### src/rtl/button_pkg.sv
// button_pkg: shared state encoding and default timing for the button press classifier.
package button_pkg;

    typedef enum logic [1:0] {IDLE, PRESSED, HELD} t_btn_state;

    localparam int c_CLK_HZ            = 25000000;
    localparam int c_LONG_PRESS_25M    = c_CLK_HZ;
    localparam int c_REPEAT_PERIOD_25M = c_CLK_HZ / 5;

endpackage

### src/rtl/button_press_classifier_if.sv
// button_press_classifier_if: debounced switch level in, one-cycle event pulses and held level out.
interface button_press_classifier_if;

    logic i_Switch;
    logic o_Press;
    logic o_Release;
    logic o_Short;
    logic o_Long;
    logic o_Repeat;
    logic o_Held;

    modport master (output i_Switch, input o_Press, o_Release, o_Short, o_Long, o_Repeat, o_Held);
    modport slave  (input i_Switch, output o_Press, o_Release, o_Short, o_Long, o_Repeat, o_Held);

endinterface

### src/rtl/button_press_classifier.sv
// button_press_classifier: turns a debounced button level into press/release/short/long/repeat pulses.
module button_press_classifier
    import button_pkg::*;
#(
    parameter int c_LONG_PRESS    = c_LONG_PRESS_25M,
    parameter int c_REPEAT_PERIOD = c_REPEAT_PERIOD_25M,
    parameter int c_REPEAT_EN     = 1,
    parameter int c_COUNT_WIDTH   = 25
) (
    input logic i_Clk,
    input logic i_Rst_L,
    button_press_classifier_if.slave bus
);

    localparam logic [c_COUNT_WIDTH-1:0] c_LONG_CNT   = c_COUNT_WIDTH'(c_LONG_PRESS);
    localparam logic [c_COUNT_WIDTH-1:0] c_REPEAT_CNT = c_COUNT_WIDTH'(c_REPEAT_PERIOD);
    localparam logic [c_COUNT_WIDTH-1:0] c_ONE        = c_COUNT_WIDTH'(1);

    t_btn_state r_State, w_State;
    logic [c_COUNT_WIDTH-1:0] r_Count, w_Count;
    logic r_Prev;
    logic w_Press, w_Release, w_Short, w_Long, w_Repeat;

    always_ff @(posedge i_Clk) begin
        if (!i_Rst_L) begin
            r_State <= IDLE;
            r_Count <= '0;
        end else begin
            r_State <= w_State;
            r_Count <= w_Count;
        end
    end

    // A zero sample is always a release, checked before any threshold.
    always_comb begin
        w_State   = r_State;
        w_Count   = r_Count;
        w_Press   = 1'b0;
        w_Release = 1'b0;
        w_Short   = 1'b0;
        w_Long    = 1'b0;
        w_Repeat  = 1'b0;
        case (r_State)
            IDLE: if (bus.i_Switch && !r_Prev) begin
                w_Press = 1'b1;
                w_Count = c_ONE;
                w_State = PRESSED;
            end
            PRESSED: if (!bus.i_Switch) begin
                w_Release = 1'b1;
                w_Short   = 1'b1;
                w_Count   = '0;
                w_State   = IDLE;
            end else if (r_Count == c_LONG_CNT) begin
                w_Long  = 1'b1;
                w_Count = c_ONE;
                w_State = HELD;
            end else begin
                w_Count = r_Count + c_ONE;
            end
            HELD: if (!bus.i_Switch) begin
                w_Release = 1'b1;
                w_Count   = '0;
                w_State   = IDLE;
            end else if (r_Count == c_REPEAT_CNT) begin
                w_Repeat = c_REPEAT_EN != 0;
                w_Count  = c_ONE;
            end else begin
                w_Count = r_Count + c_ONE;
            end
            default: w_State = IDLE;
        endcase
    end

    // r_Prev resets high so a button held through reset needs a fresh press.
    always_ff @(posedge i_Clk) begin
        if (!i_Rst_L) begin
            r_Prev        <= 1'b1;
            bus.o_Press   <= 1'b0;
            bus.o_Release <= 1'b0;
            bus.o_Short   <= 1'b0;
            bus.o_Long    <= 1'b0;
            bus.o_Repeat  <= 1'b0;
            bus.o_Held    <= 1'b0;
        end else begin
            r_Prev        <= bus.i_Switch;
            bus.o_Press   <= w_Press;
            bus.o_Release <= w_Release;
            bus.o_Short   <= w_Short;
            bus.o_Long    <= w_Long;
            bus.o_Repeat  <= w_Repeat;
            bus.o_Held    <= (w_State != IDLE) || w_Release;
        end
    end

endmodule

### src/flat_wrapper.sv
// flat-port wrapper written by rule: the top's interface ports become plain ports
module button_press_classifier_flat import button_pkg::*;
#(
    parameter int c_LONG_PRESS    = c_LONG_PRESS_25M,
    parameter int c_REPEAT_PERIOD = c_REPEAT_PERIOD_25M,
    parameter int c_REPEAT_EN     = 1,
    parameter int c_COUNT_WIDTH   = 25
)
  (i_Clk, i_Rst_L, bus_i_Switch, bus_o_Press, bus_o_Release, bus_o_Short, bus_o_Long, bus_o_Repeat, bus_o_Held);
  button_press_classifier_if bus_i ();
  input logic i_Clk;
  input logic i_Rst_L;
  input wire logic [$bits(bus_i.i_Switch)-1:0] bus_i_Switch;
  output wire logic [$bits(bus_i.o_Press)-1:0] bus_o_Press;
  output wire logic [$bits(bus_i.o_Release)-1:0] bus_o_Release;
  output wire logic [$bits(bus_i.o_Short)-1:0] bus_o_Short;
  output wire logic [$bits(bus_i.o_Long)-1:0] bus_o_Long;
  output wire logic [$bits(bus_i.o_Repeat)-1:0] bus_o_Repeat;
  output wire logic [$bits(bus_i.o_Held)-1:0] bus_o_Held;
  assign bus_i.i_Switch = bus_i_Switch;
  assign bus_o_Press = bus_i.o_Press;
  assign bus_o_Release = bus_i.o_Release;
  assign bus_o_Short = bus_i.o_Short;
  assign bus_o_Long = bus_i.o_Long;
  assign bus_o_Repeat = bus_i.o_Repeat;
  assign bus_o_Held = bus_i.o_Held;
  button_press_classifier #(.c_LONG_PRESS(c_LONG_PRESS), .c_REPEAT_PERIOD(c_REPEAT_PERIOD), .c_REPEAT_EN(c_REPEAT_EN), .c_COUNT_WIDTH(c_COUNT_WIDTH)) u_core (.i_Clk(i_Clk), .i_Rst_L(i_Rst_L), .bus(bus_i));
endmodule
### config.mk
export PLATFORM = sky130hd
export DESIGN_NAME = button_press_classifier_flat
export DESIGN_NICKNAME = d
export VERILOG_FILES = /design/src/rtl/button_pkg.sv /design/src/rtl/button_press_classifier_if.sv /design/src/rtl/button_press_classifier.sv /design/src/flat_wrapper.sv
export SDC_FILE = /design/constraint.sdc
export NUM_CORES = 1
export LEC_CHECK = 0
export BUFFER_PORTS_ARGS = -buffer_cell sky130_fd_sc_hd__buf_2
export CORE_MARGIN = 5
export CORE_UTILIZATION = 40
export DETAILED_ROUTE_END_ITERATION = 10
export PLACE_DENSITY = 0.6
export REMOVE_ABC_BUFFERS = 1
export SYNTH_ARGS = -nofsm -noshare
export SYNTH_HDL_FRONTEND = slang
export SYNTH_SLANG_ARGS = --single-unit
### constraint.sdc
create_clock -name i_Clk -period 3.4 [get_ports i_Clk]
set_clock_uncertainty 0.1 [all_clocks]
set_input_delay 0.68 -clock i_Clk [delete_from_list [all_inputs] [get_ports i_Clk]]
set_output_delay 0.68 -clock i_Clk [all_outputs]
set_load 0.02 [all_outputs]
Word-level counts from Yosys, hierarchy flattened
Cells that the tools add are included.

word-level totals
  bits in registers = 34
  input bits = 3
  output and inout bits = 6
  logic and storage cells = 43

operators by class
  add/sub/neg operators = 1
  equality and inequality tests = 5
  mux-type cells = 16
  reduce and logical (&&, ||, !) cells = 12

operator list
  cell                                                                      count
  25-bit 2-to-1 mux                                                         5
  25-bit case mux with 3 select lines                                       1
  25-bit by 1-bit adder with 25-bit output (second input constant)          1
  25-bit by 23-bit equality test with 1-bit output (second input constant)  1
  25-bit equality test (second input constant)                              1
  2-bit 2-to-1 mux                                                          4
  2-bit case mux with 3 select lines                                        1
  2-bit AND reduction                                                       3
  3-bit AND reduction                                                       2
  1-bit 2-to-1 mux                                                          5
  3-bit nonzero test                                                        1
  2-bit by 1-bit equality test with 1-bit output (second input constant)    1
  2-bit equality test (second input constant)                               1
  2-bit zero test                                                           1
  2-bit by 1-bit inequality test with 1-bit output (second input constant)  1
  2-bit nonzero test                                                        1
  2-bit OR reduction                                                        1
  1-bit logical AND                                                         1
  1-bit zero test                                                           1
  1-bit logical OR                                                          1

Longest topological paths before layout
Gate-level depths: netlist (run 1).

  depth in word-level cells = 6
  gate-level depth with buffers = 9
  mapped depth without buffers = 8

Worst setup path after synthesis (run 1)
Ideal clock, no wire load.

  path kind = register to register
  start point = reg u_core.r_Count[0]
  end point = reg u_core.r_Count[8]
  library setup time = 0.114 ns
  data arrival time = 1.800 ns
  required time = 3.186 ns
  setup slack = 1.386 ns
  cell stages (with the launch flop) = 10
  buffers on the path = 1
  period minus slack after synthesis = 2.014 ns
  path through = dfxtp_1 -> inv_1 -> ha_1 -> and4bb_1 -> nand4_2 -> o41ai_4 -> a21o_2 -> and2_4 -> buf_6 -> nor2_1

on the way
  longest elaborated chain between the ends = 4
  elaborated cells between the ends (all ways) = 8
  those cells by class = add/sub: 1; eq/ne: 2; mux: 5

RTL lines
  what                                                                    line                                                          source
  from (decl)                                                             button_press_classifier.sv:20                                 logic [c_COUNT_WIDTH-1:0] r_Count, w_Count;
  from (signal assigned)                                                  button_press_classifier.sv:30                                 r_Count <= w_Count;
  25-bit by 1-bit adder with 25-bit output, or another cell as far along  button_press_classifier.sv:59, button_press_classifier.sv:69
  25-bit 2-to-1 mux, on equally long branches                             button_press_classifier.sv:65, button_press_classifier.sv:54
  25-bit 2-to-1 mux, on equally long branches                             button_press_classifier.sv:61, button_press_classifier.sv:49
  25-bit case mux with 3 select lines *                                   button_press_classifier.sv:43                                 case (r_State)

Mark *: on every way between the ends. The rest lies on a longest branch, timed or not.
A chain may end at the register's enable or synchronous reset.

Final worst setup path (run 1)
  start point = reg u_core.r_Count[7]
  end point = reg u_core.r_Count[20]

The elaborated chain is that of the path after synthesis.

==> flow_metrics.py, run 1 <==
metrics = {
    "finish": {
        "final_layout_size_suffix_gt1_frac": 0.1085,
        "register_area_um2": 680.7,
        "design.final.nets": 221,
        "antenna_cells_inserted": 0,
        "layout-area-overhead-vs-synth_pct": 9.064,
        "num-fill-cells": 422,
        "multiInputGateArea_um2": 992.2,
    },
    "timing": {
        "setup_repair_after_global_routing_missed_its_margin": "no",
        "maxSlewHeadroom": 0.4809,
        "timing.setup.tns_ns": 0,
        "maxClockFrequency_ghz": 0.4389,
        "worst-slew-pin-transition_ns": 0.7715,
        "fin_crit_ns": 2.278,
        "number_of_failing_hold_endpoints_at_the_final_stage": 0,
        "report.final.slew_viol_count": 0,
        "finalCritPeriodShare": 0.6701,
        "setup_viol": 0,
    },
    "global_routing": {
        "gr-total-overflow": 0,
        "grt_start_max_net_pins": 16,
        "grt_pass1_vias": 1269,
        "grt_first_pass_wirelength_um": 6051,
        "grt_antenna_before_repair": 0,
        "total_routing_usage_gr": 0.1450,
    },
    "synthesis": {
        "synth-seq-area-share": 0.3945,
        "synth_cell_types": 39,
        "synthesis.instances": 199,
        "dominantRegCellSynth": "sky130_fd_sc_hd__dfxtp_1",
        "synth.top_cell.area_share": 0.3945,
        "netlist_area_um2": 1725,
        "post-synth-top-area-cell": "sky130_fd_sc_hd__dfxtp_1",
        "synthTopCellsByArea": "sky130_fd_sc_hd__dfxtp_1 39%, sky130_fd_sc_hd__nor2_1 5.7%, sky130_fd_sc_hd__xor2_1 5.6%",
        "total_of_flip_flops_plus_latches_after_synthesis": 34,
        "synth.avg_cell_area_um2": 8.670,
        "ys.warnings.count": 0,
        "yosysMostFrequentCell": "sky130_fd_sc_hd__dfxtp_1",
        "synth-edff-count": 0,
        "async_flop_share": 0,
        "post_synth_most_frequent_cells": "34 x sky130_fd_sc_hd__dfxtp_1, 26 x sky130_fd_sc_hd__nor2_1, 17 x sky130_fd_sc_hd__nand2_1",
    },
    "clock_network": {
        "max-clock-path-buffers": 2,
        "path_clk_slew_ns": 0.07,
        "cts_made_buffers": 5,
        "cts_resized": 0,
        "clock_latency_ns": 0.29,
        "post_cts_buffers": 0,
        "clock-sinks": 34,
        "cts_tree": "built",
        "post_cts_hold_fix_bufs": 0,
        "clk_root_buf": "sky130_fd_sc_hd__clkbuf_8",
        "htree_levels": 2,
    },
    "worst_setup_path": {
        "worst-setup-path-type": "flop to flop",
        "worstPathCellList": "and4_1, nand2_1, nor4_1, nand3_1, xnor2_1, a22o_1",
        "crit_family": "simple AND/OR/NAND/NOR gates",
        "crit_cells": 6,
        "slowest_delay_ns": 0.68,
        "setup.worst_path.start": "u_core.r_Count[7]",
        "timing.rr.start": "u_core.r_Count[7]",
        "critPathCaptureType": "flop",
        "reg2reg_setup_slack_ns": 1.12,
        "cp.buffers_inverters": 0,
        "crit_fanout": 7,
        "r2r-end": "u_core.r_Count[20]",
        "worst_setup_path_endpoint": "u_core.r_Count[20]",
        "worstSetupStartpointType": "flop",
        "arrival_ns": 2.35,
        "ff2ff_path_depth": 6,
        "timing.critical_path.required_ns": 3.48,
        "slowest_stage": "sky130_fd_sc_hd__nor4_1",
    },
    "die": {
        "row_count": 23,
        "initial_utilization": 0.4222,
        "floorplan.io_pins": 9,
        "die_area_um2": 5727,
        "placeableCoreArea_um2": 4086,
        "die_h_um": 75.68,
        "die-width_um": 75.68,
    },
    "placed_design": {
        "io_buffers": 8,
        "place_hpwl_um": 2725,
        "gp_congestion": 0.8885,
    },
    "route": {
        "wire_per_inst_um": 14.11,
        "vias_per_cell": 5.336,
        "drt_pass1_iterations": 4,
        "detail_route.iter0.violations": 112,
        "wirelength_um": 3698,
        "dr_total_vias": 1398,
        "route.antenna.remaining_nets": 0,
        "detail_route.drc_violations": 0,
    },
    "outcome": {
        "outcome": "completed",
    },
    "power_and_ir_drop": {
        "irDropWorstVdd_mv": 0.1685,
        "power_density_nw_per_um2": 385.7,
        "totalPowerFinal_uw": 725.7,
        "power.leakage_uw": 0.0007377,
    },
    "worst_hold_path": {
        "worstHoldPathType": "flop to flop",
        "holdPathStages": 2,
    },
    "run": {
        "timing.max_cap.violations": 0,
    },
}
==> per-layer routing <==
layer  global-route usage  vias up  wire length [µm]
li1                     -      734                 -
met1               0.1974      633              1926
met2               0.2081       24              1498
met3              0.05145        7               207
met4              0.05825        0                65
met5                    0        -                 0
==> layout make-up <==
cell class	count	area share
multi-input cells	155	0.5273
inverters	8	0.01596
clock buffers	7	0.04056
flip-flops and latches	34	0.3617
well taps	50	0.03324
repair buffers	8	0.02128
==> per-stage QoR <==
step | cell area, µm² | instances | util | setup slack [ns] | hold slack (ns)
2_1_floorplan | 1703 | 197 | - | 1.357 | 0.3619
3_3_place_gp | 1805 | 255 | 0.4418 | 1.002 | 0.3836
3_5_place_dp | 1805 | 255 | 0.4418 | 0.9393 | 0.3884
4_1_cts | 1882 | 262 | 0.4605 | 1.142 | 0.3987
5_1_grt | 1882 | 262 | 0.4605 | 0.9183 | 0.4369
6_report | 1882 | 262 | 0.4605 | 1.122 | 0.4014
==> cells in the final DEF (no fill, tap or decap), types with 6 or more instances in the layout <==
| cell | instances |
|---|---|
| sky130_fd_sc_hd__a21oi_1 | 6 |
| sky130_fd_sc_hd__a22o_1 | 7 |
| sky130_fd_sc_hd__and2_1 | 6 |
| sky130_fd_sc_hd__buf_2 | 8 |
| sky130_fd_sc_hd__dfxtp_1 | 34 |
| sky130_fd_sc_hd__ha_1 | 6 |
| sky130_fd_sc_hd__inv_1 | 8 |
| sky130_fd_sc_hd__nand2_1 | 17 |
| sky130_fd_sc_hd__nand3_1 | 11 |
| sky130_fd_sc_hd__nand4_1 | 10 |
| sky130_fd_sc_hd__nor2_1 | 26 |
| sky130_fd_sc_hd__nor3_1 | 6 |
| sky130_fd_sc_hd__o21ai_0 | 7 |
| sky130_fd_sc_hd__xor2_1 | 11 |
==> how the worst min path moves through the flow <==
stage | from | end | slack, ns
global placement | u_core.r_Count[1] | u_core.r_Count[1] | 0.38
floorplan | u_core.r_Count[1] | u_core.r_Count[1] | 0.36
detailed placement | u_core.r_Count[1] | u_core.r_Count[1] | 0.39
CTS | u_core.r_Count[1] | u_core.r_Count[1] | 0.40
finish | u_core.r_Count[1] | u_core.r_Count[1] | 0.40
global route | u_core.r_Count[1] | u_core.r_Count[1] | 0.44
==> registers in the layout, indices dropped and copies added, names as in the netlist <==
| register | flops |
|---|---|
| u_core.r_Count | 25 |
| u_core.bus.o_Long | 1 |
| u_core.bus.o_Short | 1 |
| u_core.bus.o_Release | 1 |
| u_core.bus.o_Press | 1 |
| u_core.r_Prev | 1 |
| u_core.bus.o_Repeat | 1 |
| u_core.r_State | 2 |
| u_core.bus.o_Held | 1 |
==> power by group <==
part | internal, µW | switching, µW
clock | 141 | 141
sequential | 402 | 2.43
combinational | 12.5 | 26.5
total | 555 | 170
==> logic make-up after synthesis <==
logic type	after synthesis	synth area share
AND/OR/NAND/NOR	101	0.3111
flip-flops	34	0.3945
AO/OA/AOI/OAI	33	0.1436
XOR/XNOR	14	0.07107
buffers and inverters	10	0.03046
adder cells (fa/ha/maj)	6	0.04351
multiplexers	1	0.005802
==> worst register-to-register path: cells and delay by family (launching register included) <==
family / cells / cell delay, ns
XOR/XNOR: 1 / 0.16
AO/OA/AOI/OAI: 1 / 0.20
flip-flops: 1 / 0.44
AND/OR/NAND/NOR: 4 / 1.28
Power figures use the tool's default switching activity.
==> run 2, diff against run 1 <==
PLACE_DENSITY = 0.62   (was 0.6)
clock period = 1.9 ns   (was 3.4 ns; I/O delays follow)
==> run 2 against run 1 <==
The run now ends with negative setup slack left; final area rose by 28%; hold slack got worse by 0.11 ns; register-to-register slack got worse by 1.3 ns; die area did not move; utilization rose by 13 points; critical endpoint is now u_core.r_Count[2].
==> flow_metrics.py, run 2 (synthesis results as in run 1) <==
metrics = {
    "worst_setup_path": {
        "slowest_stage": "sky130_fd_sc_hd__or4_4",
        "critPathCaptureType": "flop",
        "reg2reg_setup_slack_ns": -0.13,
        "slowest_delay_ns": 0.55,
        "ff2ff_path_depth": 6,
        "worstSetupStartpointType": "flop",
        "timing.rr.start": "u_core.r_Count[16]",
        "timing.critical_path.required_ns": 1.97,
        "worstPathCellList": "or4_4, o41ai_4, buf_4, a21oi_4, buf_6, a22o_1",
        "crit_fanout": 5,
        "r2r-end": "u_core.r_Count[2]",
        "worst-setup-path-type": "flop to flop",
        "arrival_ns": 2.10,
        "setup.worst_path.start": "u_core.r_Count[16]",
    },
    "clock_network": {
        "cts_made_buffers": 5,
        "post_cts_hold_fix_bufs": 0,
        "htree_levels": 2,
        "clock-sinks": 34,
        "max-clock-path-buffers": 2,
        "clock_latency_ns": 0.29,
        "path_clk_slew_ns": 0.07,
        "cts_tree": "built",
        "clk_root_buf": "sky130_fd_sc_hd__clkbuf_8",
    },
    "finish": {
        "antenna_cells_inserted": 0,
        "registers_with_the_most_flip_flops": "u_core.r_Count x25, u_core.r_State x2",
        "final_layout_size_suffix_gt1_frac": 0.3939,
        "postLayoutCellArea_um2": 2417,
        "final_common_cell": "sky130_fd_sc_hd__buf_4",
        "design.final.nets": 273,
        "multiInputGateArea_um2": 1125,
        "num-fill-cells": 367,
        "register_area_um2": 686.9,
        "layout-area-overhead-vs-synth_pct": 40.10,
        "post-route-util": 0.5915,
        "largest-register": "u_core.r_Count",
        "largest_register_ff_count": 25,
        "most-common-layout-cells": "48 x sky130_fd_sc_hd__buf_4, 29 x sky130_fd_sc_hd__dfxtp_1, 19 x sky130_fd_sc_hd__nor2_1, 16 x sky130_fd_sc_hd__nand2_1, 11 x sky130_fd_sc_hd__xor2_1",
    },
    "worst_hold_path": {
        "worst_hold_path.endpoint": "u_core.r_Count[0]",
        "hold_start": "i_Rst_L",
        "worstHoldPathType": "input port to flop",
        "holdPathStages": 2,
    },
    "timing": {
        "setup_viol": 23,
        "number_of_failing_hold_endpoints_at_the_final_stage": 0,
        "finalCritPeriodShare": 1.069,
        "layout_setup_ws_ns": -0.1310,
        "setup_repair_after_global_routing_missed_its_margin": "yes",
        "fin_crit_ns": 2.031,
        "maxClockFrequency_ghz": 0.4924,
        "maxSlewHeadroom": 0.6904,
        "report.final.slew_viol_count": 0,
        "timing.setup.tns_ns": -1.928,
        "worst-slew-pin-transition_ns": 0.4601,
    },
    "die": {
        "row_count": 23,
        "die_h_um": 75.68,
        "die_area_um2": 5727,
        "placeableCoreArea_um2": 4086,
        "floorplan.io_pins": 9,
        "initial_utilization": 0.4222,
        "die-width_um": 75.68,
    },
    "route": {
        "detail_route.drc_violations": 0,
        "drt_pass1_iterations": 4,
        "detail_route.iter0.violations": 89,
        "dr_total_vias": 1674,
        "vias_per_cell": 5.331,
        "wire_per_inst_um": 14.30,
        "route.antenna.remaining_nets": 0,
        "wirelength_um": 4491,
    },
    "power_and_ir_drop": {
        "totalPowerFinal_uw": 1322,
        "power.leakage_uw": 0.0009900,
        "irDropWorstVdd_mv": 0.3811,
        "power_density_nw_per_um2": 546.7,
    },
    "outcome": {
        "failing_checks": "negative setup slack",
        "outcome": "complete, but fails checks",
    },
    "run": {
        "timing.max_cap.violations": 0,
    },
    "placed_design": {
        "detailedPlace.worstSlack_ns": -0.2840,
        "io_buffers": 8,
        "dpl_cell_area_um2": 2151,
        "place_hpwl_um": 3204,
        "gp_congestion": 0.8731,
    },
    "global_routing": {
        "grt_pass1_vias": 1612,
        "grt_antenna_before_repair": 0,
        "grt_start_max_net_pins": 11,
        "grt_first_pass_wirelength_um": 7465,
        "gr-total-overflow": 0,
        "total_routing_usage_gr": 0.1731,
    },
}
run 2: cell types whose count changed in the layout (fill, tap and decap cells not counted), moves of 3 or more:
cell                      change
sky130_fd_sc_hd__dfxtp_2      +5
sky130_fd_sc_hd__dfxtp_1      -5
sky130_fd_sc_hd__a21oi_1      -3
sky130_fd_sc_hd__buf_4       +48
sky130_fd_sc_hd__nor2_1       -7
sky130_fd_sc_hd__buf_6        +3
sky130_fd_sc_hd__nor2_2       +7
run 2: stage by stage:
stage / cells / hold WS (ns)
6_report: 314 / 0.2865
5_1_grt: 314 / 0.2773
4_1_cts: 312 / 0.2866
3_5_place_dp: 301 / 0.4263
3_3_place_gp: 301 / 0.4128
2_1_floorplan: 197 / 0.3619
run 2: what timing repair did:
item	4_1_cts	5_1_grt
setup buffers	3	2
gates cloned	1	0
gates resized for setup	14	25
pin swaps	13	9
setup endpoints to repair	23	27
run 2: critical path, delay by kind of cell, from the launching register on:
family,cells,cell delay [ns]
buffers and inverters,2,0.32
and+or+nand+nor,1,0.55
AOI/OAI and AO/OA,3,0.61
DFF,1,0.32
run 2: report_power, final:
part	internal [µW]	total, µW	leakage (µW)	switching (µW)
combinational	40.3	101	0.000669	60.8
sequential	720	723	0.000277	3.19
clock	246	497	0.0000438	252
total	1010	1320	0.000990	316
run 2: worst max-delay path by stage:
stage / end / cells past startpoint
after detailed placement: u_core.r_Count[21] / 8
after floorplan: u_core.r_Count[21] / 8
after CTS: u_core.r_Count[13] / 5
final: u_core.r_Count[2] / 6
after global routing: u_core.r_Count[2] / 6
after global placement: u_core.r_Count[21] / 6
run 2: area by class of cell:
class / instances / area share
multi-input combinational: 156 / 0.4653
sequential: 34 / 0.2842
timing repair buffer: 59 / 0.1796
clock buffer: 5 / 0.02847
tap: 50 / 0.02588
inverter: 8 / 0.01242
clock inverter: 2 / 0.004141
run 2: per-layer routing:
layer  global-route usage  vias to the layer above  share of wire
met2               0.2665                       38           0.47
met4              0.05049                        0          0.013
met5                    0                        -              0
met3              0.04881                        7          0.040
li1                     -                      844              -
met1               0.2360                      785           0.48
==> run 3, diff against run 2 <==
--- a/config.mk
+++ b/config.mk
@@ -10,4 +10,5 @@
 export CORE_UTILIZATION = 40
 export DETAILED_ROUTE_END_ITERATION = 10
+export HOLD_SLACK_MARGIN = 0.03
 export PLACE_DENSITY = 0.62
 export REMOVE_ABC_BUFFERS = 1
==> constraint.sdc (replaced) <==
create_clock -name i_Clk -period 1.9 [get_ports i_Clk]
set_clock_uncertainty 0.1 [all_clocks]
set_input_delay 0.095 -clock i_Clk [delete_from_list [all_inputs] [get_ports i_Clk]]
set_output_delay 0.095 -clock i_Clk [all_outputs]
set_load 0.02 [all_outputs]
==> run 3 against run 2 <==
Non-clock buffer count grew 3; utilization is 0.73 points lower; die area unchanged; sequential power about the same; hold slack improved by 0.17 ns; the run still ends with negative setup slack left; critical path depth unchanged; clock power increased by 6.2%; largest power group unchanged.
==> flow_metrics.py, run 3 (synthesis results as in run 1) <==
metrics = {
    "outcome": {
        "outcome": "complete, but fails checks",
        "failing_checks": "negative setup slack",
    },
    "route": {
        "wirelength_um": 4466,
        "route.antenna.remaining_nets": 0,
        "vias_per_cell": 5.246,
        "detail_route.drc_violations": 0,
        "wire_per_inst_um": 14.09,
        "detail_route.iter0.violations": 108,
        "dr_total_vias": 1663,
        "drt_pass1_iterations": 4,
    },
    "worst_setup_path": {
        "arrival_ns": 2.12,
        "worstSetupStartpointType": "flop",
        "worst_setup_path_endpoint": "u_core.r_Count[21]",
        "crit_fanout": 8,
        "worstPathCellList": "or4_4, o41ai_4, buf_4, a21oi_4, a21o_1, a22o_1",
        "ff2ff_path_depth": 6,
        "r2r-end": "u_core.r_Count[21]",
        "timing.critical_path.required_ns": 1.98,
        "reg2reg_setup_slack_ns": -0.13,
        "slowest_stage": "sky130_fd_sc_hd__or4_4",
        "critPathCaptureType": "flop",
        "worst-setup-path-type": "flop to flop",
        "setup.worst_path.start": "u_core.r_Count[12]",
        "timing.rr.start": "u_core.r_Count[12]",
        "slowest_delay_ns": 0.56,
    },
    "clock_network": {
        "cts_tree": "built",
        "htree_levels": 2,
        "clock-sinks": 34,
        "path_clk_slew_ns": 0.07,
        "clock_latency_ns": 0.29,
        "clk_root_buf": "sky130_fd_sc_hd__clkbuf_8",
        "cts_made_buffers": 5,
        "max-clock-path-buffers": 2,
    },
    "timing": {
        "layout_setup_ws_ns": -0.1348,
        "maxSlewHeadroom": 0.7174,
        "setup_repair_after_global_routing_missed_its_margin": "yes",
        "maxClockFrequency_ghz": 0.4914,
        "worst-slew-pin-transition_ns": 0.4201,
        "number_of_failing_hold_endpoints_at_the_final_stage": 0,
        "report.final.slew_viol_count": 0,
        "finalCritPeriodShare": 1.071,
        "setup_viol": 24,
        "fin_crit_ns": 2.035,
    },
    "worst_hold_path": {
        "hold_start": "u_core.r_Count[21]",
        "worstHoldPathType": "flop to flop",
    },
    "global_routing": {
        "total_routing_usage_gr": 0.1777,
        "groute.layer.met1.usage": 0.2424,
        "grt_first_pass_wirelength_um": 7458,
        "grt_start_max_net_pins": 10,
        "met3_track_demand_over_resource_in_global_routing": 0.04617,
        "use_met2": 0.2646,
        "gr-total-overflow": 0,
        "busiest_grt_layer": "met2",
        "grt_pass1_vias": 1563,
        "grt_antenna_before_repair": 0,
    },
    "finish": {
        "design.final.nets": 277,
        "largest_register_ff_count": 25,
        "layout-area-overhead-vs-synth_pct": 38.36,
        "final_layout_size_suffix_gt1_frac": 0.3221,
        "largest-register": "u_core.r_Count",
        "registers_with_the_most_flip_flops": "u_core.r_Count x25, u_core.r_State x2",
        "antenna_cells_inserted": 0,
        "final_common_cell": "sky130_fd_sc_hd__buf_4",
        "most-common-layout-cells": "51 x sky130_fd_sc_hd__buf_4, 32 x sky130_fd_sc_hd__dfxtp_1, 26 x sky130_fd_sc_hd__nor2_1, 16 x sky130_fd_sc_hd__nand2_1, 11 x sky130_fd_sc_hd__xor2_1",
    },
    "placed_design": {
        "gp_congestion": 0.8858,
        "place_hpwl_um": 3155,
        "io_buffers": 8,
        "detailedPlace.worstSlack_ns": -0.2338,
    },
    "die": {
        "floorplan.io_pins": 9,
        "row_count": 23,
        "die-width_um": 75.68,
        "die_h_um": 75.68,
        "initial_utilization": 0.4222,
        "placeableCoreArea_um2": 4086,
        "die_area_um2": 5727,
    },
    "run": {
        "timing.max_cap.violations": 0,
    },
    "power_and_ir_drop": {
        "power_density_nw_per_um2": 564.8,
        "power.leakage_uw": 0.0009968,
        "totalPowerFinal_uw": 1348,
        "irDropWorstVdd_mv": 0.2843,
    },
}
-- run 3: cell count changes in the layout (fill, tap and decap cells not counted), moves of 3 or more --
cell                      delta
sky130_fd_sc_hd__nor2_1      +7
sky130_fd_sc_hd__nor2_2      -7
sky130_fd_sc_hd__dfxtp_1     +3
sky130_fd_sc_hd__dfxtp_2     -3
sky130_fd_sc_hd__buf_4       +3
-- run 3: cell type report --
cell class | count | area (µm²)
Tap cell | 50 | 62.56
Timing Repair Buffer | 62 | 454.2
Fill cell | 364 | 1699
Multi-Input combinational cell | 157 | 1075
Inverter | 8 | 30.03
Sequential cell | 34 | 683.2
Clock buffer | 6 | 82.58
-- run 3: through the flow --
step | instances | hold WS, ns | instance area (µm²) | TNS [ns] | utilization
after floorplan | 197 | 0.09626 | 1703 | -1.124 | -
after global placement | 299 | 0.2873 | 2136 | -3.099 | 0.5227
after detailed placement | 299 | 0.2793 | 2136 | -3.692 | 0.5227
after CTS | 312 | 0.4411 | 2300 | -0.9912 | 0.5628
after global routing | 317 | 0.4763 | 2387 | -4.432 | 0.5842
final | 317 | 0.4526 | 2387 | -2.071 | 0.5842
-- run 3: layer usage --
layer	share of wire	up-vias
met5	0	-
met4	0.020	0
met3	0.036	9
met2	0.44	23
met1	0.50	779
li1	-	852
-- run 3: worst min-delay path by stage --
stage | to | slack [ns] | depth (start not counted)
finish | u_core.r_Count[21] | 0.45 | 1
global route | u_core.r_Count[21] | 0.48 | 1
CTS | u_core.r_Count[21] | 0.44 | 1
detailed placement | u_core.r_Prev | 0.28 | 3
global placement | u_core.r_Prev | 0.29 | 3
floorplan | u_core.r_Prev | 0.1 | 2
-- run 3: repair_timing --
action | CTS | global route
hold endpoints to repair | 2 | 0
gates cloned | 2 | 0
hold buffers | 2 | 0
pin swaps | 6 | 5
buffers inserted | 3 | 5
endpoints found under the setup margin | 23 | 27
gates resized for setup | 5 | 12
-- run 3: critical path: cells and delay by family, from the launching register on --
kind,cells,cell delay [ns]
AO/OA/AOI/OAI,4,0.76
buffers and inverters,1,0.19
flip-flops,1,0.31
AND/OR/NAND/NOR,1,0.56
-- run 3: power breakdown --
group / internal (µW) / switching, µW / leakage, µW
clock network: 279 / 249 / 0.0000431
registers: 720 / 2.95 / 0.000275
logic: 39.7 / 57.6 / 0.000678
